==> config.mk <==
export PLATFORM = sky130hd
export DESIGN_NAME = alu_arb
export DESIGN_NICKNAME = d
export VERILOG_FILES = /design/src/rtl/alu_arb.sv
export SDC_FILE = /design/constraint.sdc
export NUM_CORES = 1
export LEC_CHECK = 0
export CAP_MARGIN = 15
export CORE_AREA = 2 2 206 208
export CTS_CLUSTER_DIAMETER = 120
export DETAILED_ROUTE_END_ITERATION = 10
export DIE_AREA = 0 0 208 210
export PLACE_DENSITY = 0.5
export SLEW_MARGIN = 25
export SYNTH_ARGS = -nofsm -noshare
export SYNTH_HDL_FRONTEND = slang
export SYNTH_SLANG_ARGS = --single-unit
==> constraint.sdc <==
create_clock -name clk_i -period 1.75 [get_ports clk_i]
set_input_delay 0.35 -clock clk_i [delete_from_list [all_inputs] [get_ports clk_i]]
set_output_delay 0.35 -clock clk_i [all_outputs]
set_load 0.005 [all_outputs]
==> src/rtl/alu_arb.sv <==
// Round-robin arbiter/sequencer for the shared ALU: one op in flight, fixed ALU latency, one-cycle done pulse.
// Latency: grant one edge after request, done ALU_LAT+1 cycles after grant; requesters hold req_i until gnt_o.
package alu_arb_pkg;
  typedef enum logic [3:0] {
    ALU_OP_ADD = 4'd0,
    ALU_OP_SUB = 4'd1,
    ALU_OP_AND = 4'd2,
    ALU_OP_OR  = 4'd3,
    ALU_OP_XOR = 4'd4,
    ALU_OP_SLL = 4'd5,
    ALU_OP_SRL = 4'd6,
    ALU_OP_SRA = 4'd7
  } alu_op_t;
endpackage

module alu_arb
  import alu_arb_pkg::*;
#(
  parameter int WORD_LEN = 64,
  parameter int N_REQ    = 2,
  parameter int ALU_LAT  = 1
) (
  input  logic                              clk_i,
  input  logic                              reset_ni,
  input  logic [N_REQ-1:0]                  req_i,
  input  logic [N_REQ*WORD_LEN-1:0]         req_op_a_i,
  input  logic [N_REQ*WORD_LEN-1:0]         req_op_b_i,
  input  logic [N_REQ*$bits(alu_op_t)-1:0]  req_opc_i,
  input  logic                              flush_i,
  input  logic [WORD_LEN-1:0]               alu_op_res_i,
  output logic [WORD_LEN-1:0]               alu_op_a_o,
  output logic [WORD_LEN-1:0]               alu_op_b_o,
  output alu_op_t                           alu_opc_o,
  output logic [N_REQ-1:0]                  gnt_o,
  output logic [N_REQ-1:0]                  done_o,
  output logic [WORD_LEN-1:0]               res_o,
  output logic                              busy_o
);

  localparam int OPW = $bits(alu_op_t);
  localparam int PW  = $clog2(N_REQ);

  if (ALU_LAT < 1 || ALU_LAT > 7) begin : g_bad_lat
    $error("alu_arb: ALU_LAT must be in 1..7");
  end
  if (N_REQ < 2 || N_REQ > 8) begin : g_bad_nreq
    $error("alu_arb: N_REQ must be in 2..8");
  end

  typedef enum logic {IDLE, WAIT} state_t;

  state_t              state_q, state_d;
  logic [2:0]          cnt_q, cnt_d;
  logic [PW-1:0]       ptr_q, ptr_d;
  logic [PW-1:0]       win_q, win_d;
  logic [N_REQ-1:0]    gnt_q, gnt_d;
  logic [N_REQ-1:0]    done_q, done_d;
  logic [WORD_LEN-1:0] res_q, res_d;
  logic [WORD_LEN-1:0] op_a_q, op_a_d;
  logic [WORD_LEN-1:0] op_b_q, op_b_d;
  alu_op_t             opc_q, opc_d;

  logic [WORD_LEN-1:0] op_a_arr [N_REQ];
  logic [WORD_LEN-1:0] op_b_arr [N_REQ];
  alu_op_t             opc_arr  [N_REQ];

  for (genvar k = 0; k < N_REQ; k++) begin : g_unpack
    assign op_a_arr[k] = req_op_a_i[k*WORD_LEN +: WORD_LEN];
    assign op_b_arr[k] = req_op_b_i[k*WORD_LEN +: WORD_LEN];
    assign opc_arr[k]  = alu_op_t'(req_opc_i[k*OPW +: OPW]);
  end

  // Search starts just after the last winner so every requester waits at most N_REQ-1 ops.
  logic          sel_vld;
  logic [PW-1:0] sel_idx;
  logic [PW:0]   cand_sum;
  logic [PW-1:0] cand;

  always_comb begin
    sel_vld  = 1'b0;
    sel_idx  = '0;
    cand_sum = '0;
    cand     = '0;
    for (int i = 1; i <= N_REQ; i++) begin
      cand_sum = {1'b0, ptr_q} + (PW+1)'(i);
      if (cand_sum >= (PW+1)'(N_REQ)) begin
        cand_sum = cand_sum - (PW+1)'(N_REQ);
      end
      cand = cand_sum[PW-1:0];
      if (!sel_vld && req_i[cand]) begin
        sel_vld = 1'b1;
        sel_idx = cand;
      end
    end
  end

  function automatic logic [N_REQ-1:0] onehot(input logic [PW-1:0] idx);
    logic [N_REQ-1:0] v;
    v = '0;
    v[idx] = 1'b1;
    return v;
  endfunction

  always_comb begin
    state_d = state_q;
    cnt_d   = cnt_q;
    ptr_d   = ptr_q;
    win_d   = win_q;
    gnt_d   = '0;
    done_d  = '0;
    res_d   = res_q;
    op_a_d  = op_a_q;
    op_b_d  = op_b_q;
    opc_d   = opc_q;
    case (state_q)
      IDLE: begin
        if (!flush_i && sel_vld) begin
          op_a_d  = op_a_arr[sel_idx];
          op_b_d  = op_b_arr[sel_idx];
          opc_d   = opc_arr[sel_idx];
          gnt_d   = onehot(sel_idx);
          win_d   = sel_idx;
          cnt_d   = 3'(ALU_LAT - 1);
          state_d = WAIT;
        end
      end
      WAIT: begin
        // A flushed winner still advances the pointer so it cannot starve the others.
        if (flush_i) begin
          ptr_d   = win_q;
          cnt_d   = '0;
          state_d = IDLE;
        end else if (cnt_q != 3'd0) begin
          cnt_d = cnt_q - 3'd1;
        end else begin
          res_d   = alu_op_res_i;
          done_d  = onehot(win_q);
          ptr_d   = win_q;
          state_d = IDLE;
        end
      end
      default: state_d = IDLE;
    endcase
  end

  always_ff @(posedge clk_i or negedge reset_ni) begin
    if (!reset_ni) begin
      state_q <= IDLE;
      cnt_q   <= '0;
      ptr_q   <= PW'(N_REQ - 1);
      win_q   <= '0;
      gnt_q   <= '0;
      done_q  <= '0;
      res_q   <= '0;
      op_a_q  <= '0;
      op_b_q  <= '0;
      opc_q   <= alu_op_t'(0);
    end else begin
      state_q <= state_d;
      cnt_q   <= cnt_d;
      ptr_q   <= ptr_d;
      win_q   <= win_d;
      gnt_q   <= gnt_d;
      done_q  <= done_d;
      res_q   <= res_d;
      op_a_q  <= op_a_d;
      op_b_q  <= op_b_d;
      opc_q   <= opc_d;
    end
  end

  assign alu_op_a_o = op_a_q;
  assign alu_op_b_o = op_b_q;
  assign alu_opc_o  = opc_q;
  assign gnt_o      = gnt_q;
  assign done_o     = done_q;
  assign res_o      = res_q;
  assign busy_o     = (state_q != IDLE);

endmodule

Yosys cells after proc, flatten, opt, wreduce, memory -nomap -nowiden

Index checks and enable logic that the tools add are counted.

Register bits after elaboration: 206
Output and inout bits: 201
Input bits: 333

Muxes and demuxes: 38
Reductions and logical operators: 11
Bitwise operators: 4
Add/subtract/negate cells: 5
Eq/ne operators: 3
Order comparisons: 9

Operators by type and width:

| operator                                                                | number |
|---|---|
| 64-bit two-way mux                                                      | 6 |
| 1-bit two-way mux                                                       | 17 |
| 4-bit two-way mux                                                       | 3 |
| 2-bit two-way mux                                                       | 5 |
| 3-bit two-way mux                                                       | 3 |
| 1-bit by 2-bit < comparator with 1-bit output, second input constant    | 4 |
| 2-bit greater-or-equal comparator, second input constant                | 3 |
| 3-bit one-hot mux with 2 select lines                                   | 1 |
| 2-bit AND reduction                                                     | 3 |
| 1-bit logical AND                                                       | 4 |
| 2-bit inequality test, second input constant                            | 2 |
| 3-bit by 2-bit inequality test with 1-bit output, second input constant | 1 |
| 1-bit NOT                                                               | 3 |
| 3-bit AND reduction                                                     | 1 |
| 3-bit nonzero test                                                      | 1 |
| 3-bit by 1-bit subtractor with 3-bit output, second input constant      | 1 |
| 1-bit by 1-bit adder with 2-bit output, second input constant           | 1 |
| 1-bit by 2-bit adder with 2-bit output, second input constant           | 1 |
| 1-bit demux with 1-bit select                                           | 2 |
| 1-bit greater-or-equal comparator, second input constant                | 2 |
| 1-bit logical NOT                                                       | 2 |
| 1-bit NOT with 2-bit output                                             | 1 |
| 1-bit one-hot mux with 2 select lines                                   | 1 |
| 1-bit subtractor, second input constant                                 | 2 |

Longest topological paths before layout

Depth after elaboration: 15
Gate-level depth with buffers: 7
Mapped depth without buffers: 6

Least setup slack after synthesis

OpenSTA, ideal clock, no wires.

Kind: reg-to-reg
Start: register cnt_q[0]
End: register res_q[0] (netlist: res_o[0])
Required time: 1625 ps
Cell stages (with the launch flop): 8
Clock period less this slack: 1767 ps
Path buffers: 2
Arrival: 1643 ps
Library setup time: 125 ps
Path slack: -17 ps
Path through: dfrtp_1 -> inv_1 -> ha_1 -> ha_1 -> nand3b_1 -> buf_2 -> buf_2 -> mux2_2

Longest elaborated chain between the ends: 3

RTL lines:

| what                                 | RTL line | RTL |
|---|---|---|
| start, declared                      | 53       | `logic [2:0] cnt_q, cnt_d;` |
| start signal, assigned               | 160      | `cnt_q <= cnt_d;` |
| 3-bit nonzero test                   | 133      | `end else if (cnt_q != 3'd0) begin` |
| 1-bit NOT (no source line)           | -        |  |
| 3-bit AND reduction (no source line) | -        |  |
| end signal, assigned                 | 165      | `res_q <= res_d;` |
| end, declared                        | 58       | `logic [WORD_LEN-1:0] res_q, res_d;` |

Every way passes these cells.
A chain may end at the register's enable or synchronous reset.

Worst setup path after layout

Start: register cnt_q[0]
End: register res_q[40] (netlist: res_o[40])

The elaborated chain is that of the path after synthesis.

==> reports/qor.yml <==
run_status:
  status: "completed"
layout:
  nFillCells: 4162
  final_layout_size_suffix_gt1_share_pct: 14.1
  synthToLayoutAreaGrowth_pct: 81.1
  seq_area_um2: 5160
  finalNetCount: 1508
  multi_input_area_um2: 3230
floorplan:
  initial_core_util_pct: 21.0
  die-width_um: 208
  core_um2: 41500
  dieArea_um2: 43700
  num_rows: 75
  io_pins: 534
  die_h_um: 210
global_route:
  antenna_found_initial: 5
  grt_pass1_vias: 8696
  grt_pass1_wl_mm: 57.6
  gr-total-overflow: 0
  track_usage_pct: 17.3
  grt_max_degree: 74
timing:
  timing.slew.headroom_pct: 70.6
  fin_crit_sh_pct: 99.2
  fmax_mhz: 576
  finalSetupTns_ns: 0
  setup_viol: 0
  drv_slew: 0
  fin_ws_ns: 0.0140
  tightest_slew_ns: 0.442
  hold_violations: 0
  rsz0062_at_grt: "yes"
  fin_worst_skew_ns: 0.0146
  fin_hold_ws_ns: 0.259
  fin_crit_ns: 1.74
critical_path:
  cp_max_fo: 6
  cpMaxStageDelayCell: "dfrtp_1"
  start_kind: "flip-flop"
  worstPathArrival_ns: 2.16
  critPathMaxStageDelay_ns: 0.36
  path_delay_family: "buffers and inverters"
  crit_path_end_kind: "flip-flop"
  critical_path_buf_inv_count: 4
  crit_type: "reg2reg"
  path_cells: "inv_1, ha_2, ha_4, nand3b_1, buf_6, buf_12, clkbuf_16, mux2_2"
  rr_worst_depth: 8
  cp.required_ns: 2.17
  cp.depth: 8
power:
  leakagePower_nw: 6.92
  vdd_ir_drop_max_uv: 562
  total_power_mw: 16.3
  power_density_nw_per_um2: 1040
synth:
  syn_nets: 964
  netlist_area_um2: 8700
  ys_seq_elements: 206
  syn_area_per_cell_um2: 13.8
  ys_types: 24
  yosysSeqAreaShare_pct: 59.2
  yosysWarnings: 0
  netlist_instances: 629
clock_tree:
  worstSkewPairLatency_ns: 0.55
  htreeDepth: 1
  clock-sinks: 206
  clock_path_buffers: 3
  root_buffer: "clkbuf_16"
  path_clk_slew_ns: 0.06
  cts_tree: "built"
  numCtsBuffers: 25
place:
  gp_congestion: 0.819
  dp_hpwl_mm: 29.8
  port_buffers: 533
  dp_slack_ns: -0.255
drt:
  wire_per_inst_um: 22.8
  drc: 0
  ant_nets: 0
  vias: 8032
  dr.pass1.iters: 4
  via_per_inst: 4.63
  drt-total-wl_mm: 39.5
  drt_iter0_markers: 323
flow_run:
  drv_cap: 0
worst_hold_path:
  hold_class: "in2async"
-- per-layer routing --
metal / GRT usage (%) / up-vias / share of wire (%)
met1: 19.0 / 4017 / 37
met2: 30.9 / 397 / 51
met5: 0 / - / 0.033
met3: 6.60 / 47 / 9.9
li1: - / 3569 / -
met4: 5.28 / 2 / 2.4
-- through the flow --
| step | cells | util (%) | instance area (um^2) |
|---|---|---|---|
| after CTS | 1724 | 37.6 | 15600 |
| final | 1733 | 38.0 | 15800 |
| after global placement | 1676 | 36.0 | 14900 |
| after detailed placement | 1676 | 36.0 | 14900 |
| after global routing | 1733 | 38.0 | 15800 |
| after floorplan | 629 | - | 8700 |
-- kinds of logic after synthesis --
logic type / synth area share (%)
AOI/OAI and AO/OA: 27.2
adders and majority gates: 0.287
buffers and inverters: 4.01
DFF: 59.2
muxes: 8.28
and+or+nand+nor: 0.978
-- registers in the layout, indices dropped and copies added (netlist names) --
name	cells
alu_op_a_o	64
alu_op_b_o	64
alu_opc_o	4
busy_o	1
cnt_q	3
done_o	2
gnt_o	2
ptr_q	1
res_o	64
win_q	1
-- worst reg2reg max path, stage by stage, from the launching register on --
cell and delay, ns:
dfrtp_1 0.36, inv_1 0.05, ha_2 0.18, ha_4 0.16, nand3b_1 0.11, buf_6 0.13
buf_12 0.14, clkbuf_16 0.16, mux2_2 0.32
-- power breakdown --
part           internal, mW  switching [mW]
combinational          2.78            1.79
clock                  3.27            2.21
sequential             5.79           0.516
-- cells in the mapped netlist --
master	instances	area, um^2
a21o_1	1	7.51
ha_1	2	25.0
clkbuf_1	37	139
nor2_1	5	18.8
nand2b_1	2	12.5
or3b_2	1	8.76
or2_2	1	6.26
a21oi_1	1	5.00
o21ai_0	2	10.0
buf_2	21	105
nand2_1	2	7.51
and3_1	2	12.5
o2bb2ai_1	2	17.5
inv_1	4	15.0
a21boi_0	132	991
dfrtp_1	205	5130
a22oi_1	1	7.51
nor2_4	1	11.3
nand3b_1	1	7.51
a211oi_1	1	7.51
a221o_1	132	1320
mux2_2	64	721
dfstp_2	1	26.3
buf_6	8	90.1
-- cell type report --
class	instances	area share, %
flip-flops and latches	206	32.7
clock buffers	34	4.69
inverters	4	0.0953
clock inverters	12	0.842
multi-input cells	353	20.5
well taps	539	4.28
repair buffers	583	36.8
diodes	2	0.0318
-- what timing repair did --
action                                 4_1_cts  5_1_grt
pin swaps                                    0        3
hold buffers                                 1        0
buffers inserted                             1        2
setup endpoints to repair                  201       54
gates resized for setup                    203       10
gates cloned                                 0        5
endpoints found under the hold margin       24        0
-- placed cells by master (no fill, tap or decap), drive strengths merged, types with 2 or more instances in the layout --
master and count:
clkbuf 40, inv 5, clkinvlp 3, bufinv 2
diode 2, ha 2, dlygate4sd2 198, dfrtp 205
o21ai 2, o2bb2ai 2, a21boi 132, buf 45
nand2b 2, clkinv 6, nand2 2, and3 2
a221o 132, mux2 64, clkdlybuf4s50 331, nor2 6
clkdlybuf4s15 2
-- path summary, 6_finish.rpt --
path                       slack (ns)        endpoint           start
hold / removal                   0.26  alu_op_b_o[22]        reset_ni
setup / recovery                 0.01       res_o[40]        cnt_q[0]
max in group asynchronous        0.75       res_o[38]        reset_ni
min in group clk_i               0.41   alu_op_b_o[7]  req_op_b_i[71]
hold reg to reg                  0.46       done_o[0]           win_q
setup reg to reg                 0.01       res_o[40]        cnt_q[0]
(Power assumes the default switching activity.)
==> RTL change, RTL diff (same flow settings) <==
The parameter `WORD_LEN` goes from 64 to 32.
--- a/src/rtl/alu_arb.sv
+++ b/src/rtl/alu_arb.sv
@@ -16,7 +16,7 @@
 module alu_arb
   import alu_arb_pkg::*;
 #(
-  parameter int WORD_LEN = 64,
+  parameter int WORD_LEN = 32,
   parameter int N_REQ    = 2,
   parameter int ALU_LAT  = 1
 ) (
Ports: changed (6 resized); port bits go from 534 to 278. The function was not compared with the original's and may differ.
==> RTL change against the unedited design <==
- cell area decreased by 46%
- area after synthesis is 46% lower
- setup slack better by 0.076 ns
- total power decreased by 32%
- sequential cell count shrank 96
- non-clock buffer count fell by 286
- synthesized cell count decreased by 45%
- global-route usage shrank 8.9 points
- wire length down 53%
- sequential power shrank 35%
- maximum frequency grew 4.6%
- largest cell class unchanged
- critical path type is now reg -> out
==> RTL change: results (changes against the unedited design) <==
Place
  – GP Congestion: 0.692 (-15%)
  – Post-DP HPWL: 12900 µm (-57%)
  – Setup Slack @ Placement: -0.262 ns (-0.00724 ns)
  – Inst Count DP: 1143 (-32%)

Power
  – Worst vdd ir: 477 µV (-15%)
  – Pleak: 3.38 nW (-51%)

Global routing
  – Met2 usage: 0.127 (-0.182)
  – Total GRT Usage: 0.0843 (-0.0887)
  – First-pass GRT wire length: 27500 µm (-52%)
  – Met3 usage: 0.0414 (-0.0246)
  – Initial antenna violation count: 2 (-3)
  – Vias in the first global route: 4475 (-49%)
  – M1 GR Usage: 0.101 (-0.0889)
  – Largest net degree at the start of global routing: 61 (-18%)

Critical path
  – FF-to-FF setup slack: 0.14 ns (+0.13 ns)
  – CP Max Fanout: 2 (-4)
  – CP endpoint: alu_op_b_o[6]
  – Crit. End Element: output port
  – Setup crit start: alu_op_b_o[6]
  – Reg2Reg Depth: 6 (-2)
  – FF-to-FF End: res_o[2]

Hold path
  – Hold crit path type: reg -> reg

Final layout
  – Fillers: 4546 (+9.2%)
  – Final #Nets: 793 (-47%)
  – Post-Layout Cell Count: 1162 (-33%)
  – Antenna diodes: 0 (-2)

Timing
  – Setup WS post-layout: 0.0900 ns (+0.0759 ns)
  – Clk_skew: 0.0115 ns (-0.00316 ns)
  – Final hold slack: 0.475 ns (+0.217 ns)

Clock tree
  – Clock transition at path regs: 0.08 ns (+0.02 ns)
  – Clock Path Buffers: 2 (-1)
  – Total CTS buffers: 9 (-64%)
  – Htree depth: 3 (+2)

Drt
  – Met2 Routed Length: 8360 µm (-59%)
  – Initial DRC count: 223 (-31%)
  – M1 WL: 7850 µm (-46%)
  – Wirelength per Cell: 15.9 µm (-30%)

Yosys
  – Adder-cell share of the synthesized area: 0.00537 (+0.00249)
  – Post-synth top cells: dfrtp_1 (109), a21boi_0 (68), a221o_1 (68)
  – Post-synthesis sequential area ratio: 0.591 (-0.00157)
  – Average size of a mapped cell: 13.5 µm² (-2.1%)
  – Mux cell area share after synthesis: 0.0773 (-0.00549)
  – Area contributors post-synth: dfrtp_1 (59%), a221o_1 (15%), a21boi_0 (11%)

Outcome
  – Status: completed
RTL change: final cells by class:
| class | count | area, µm² | share of cell area |
|---|---|---|---|
| flip-flops and latches | 110 | 2760 | 0.322 |
| clock buffers | 12 | 267 | 0.0312 |
| multi-input cells | 196 | 1740 | 0.203 |
| well taps | 539 | 674 | 0.0789 |
| repair buffers | 297 | 3070 | 0.359 |
| inverters | 4 | 15.0 | 0.00176 |
| clock inverters | 4 | 35.0 | 0.00410 |
RTL change: repair_timing:
item                                    4_1_cts  5_1_grt
resized for setup                             3        3
gates cloned                                  0        1
setup buffers                                 1        0
endpoints found under the setup margin        2       16
hold buffers                                  1        0
endpoints found under the hold margin        93        0
RTL change: worst register-to-register path, cell delays in order, from the launching register on:
cell	delay (ns)
dfrtp_1	0.37
inv_1	0.05
ha_1	0.19
ha_1	0.22
nand2_2	0.13
clkbuf_16	0.20
mux2_2	0.34
RTL change: power breakdown:
part	internal (mW)	switching [mW]
sequential	3.56	0.506
clock	1.10	1.10
combinational	3.21	1.67
total	7.87	3.27
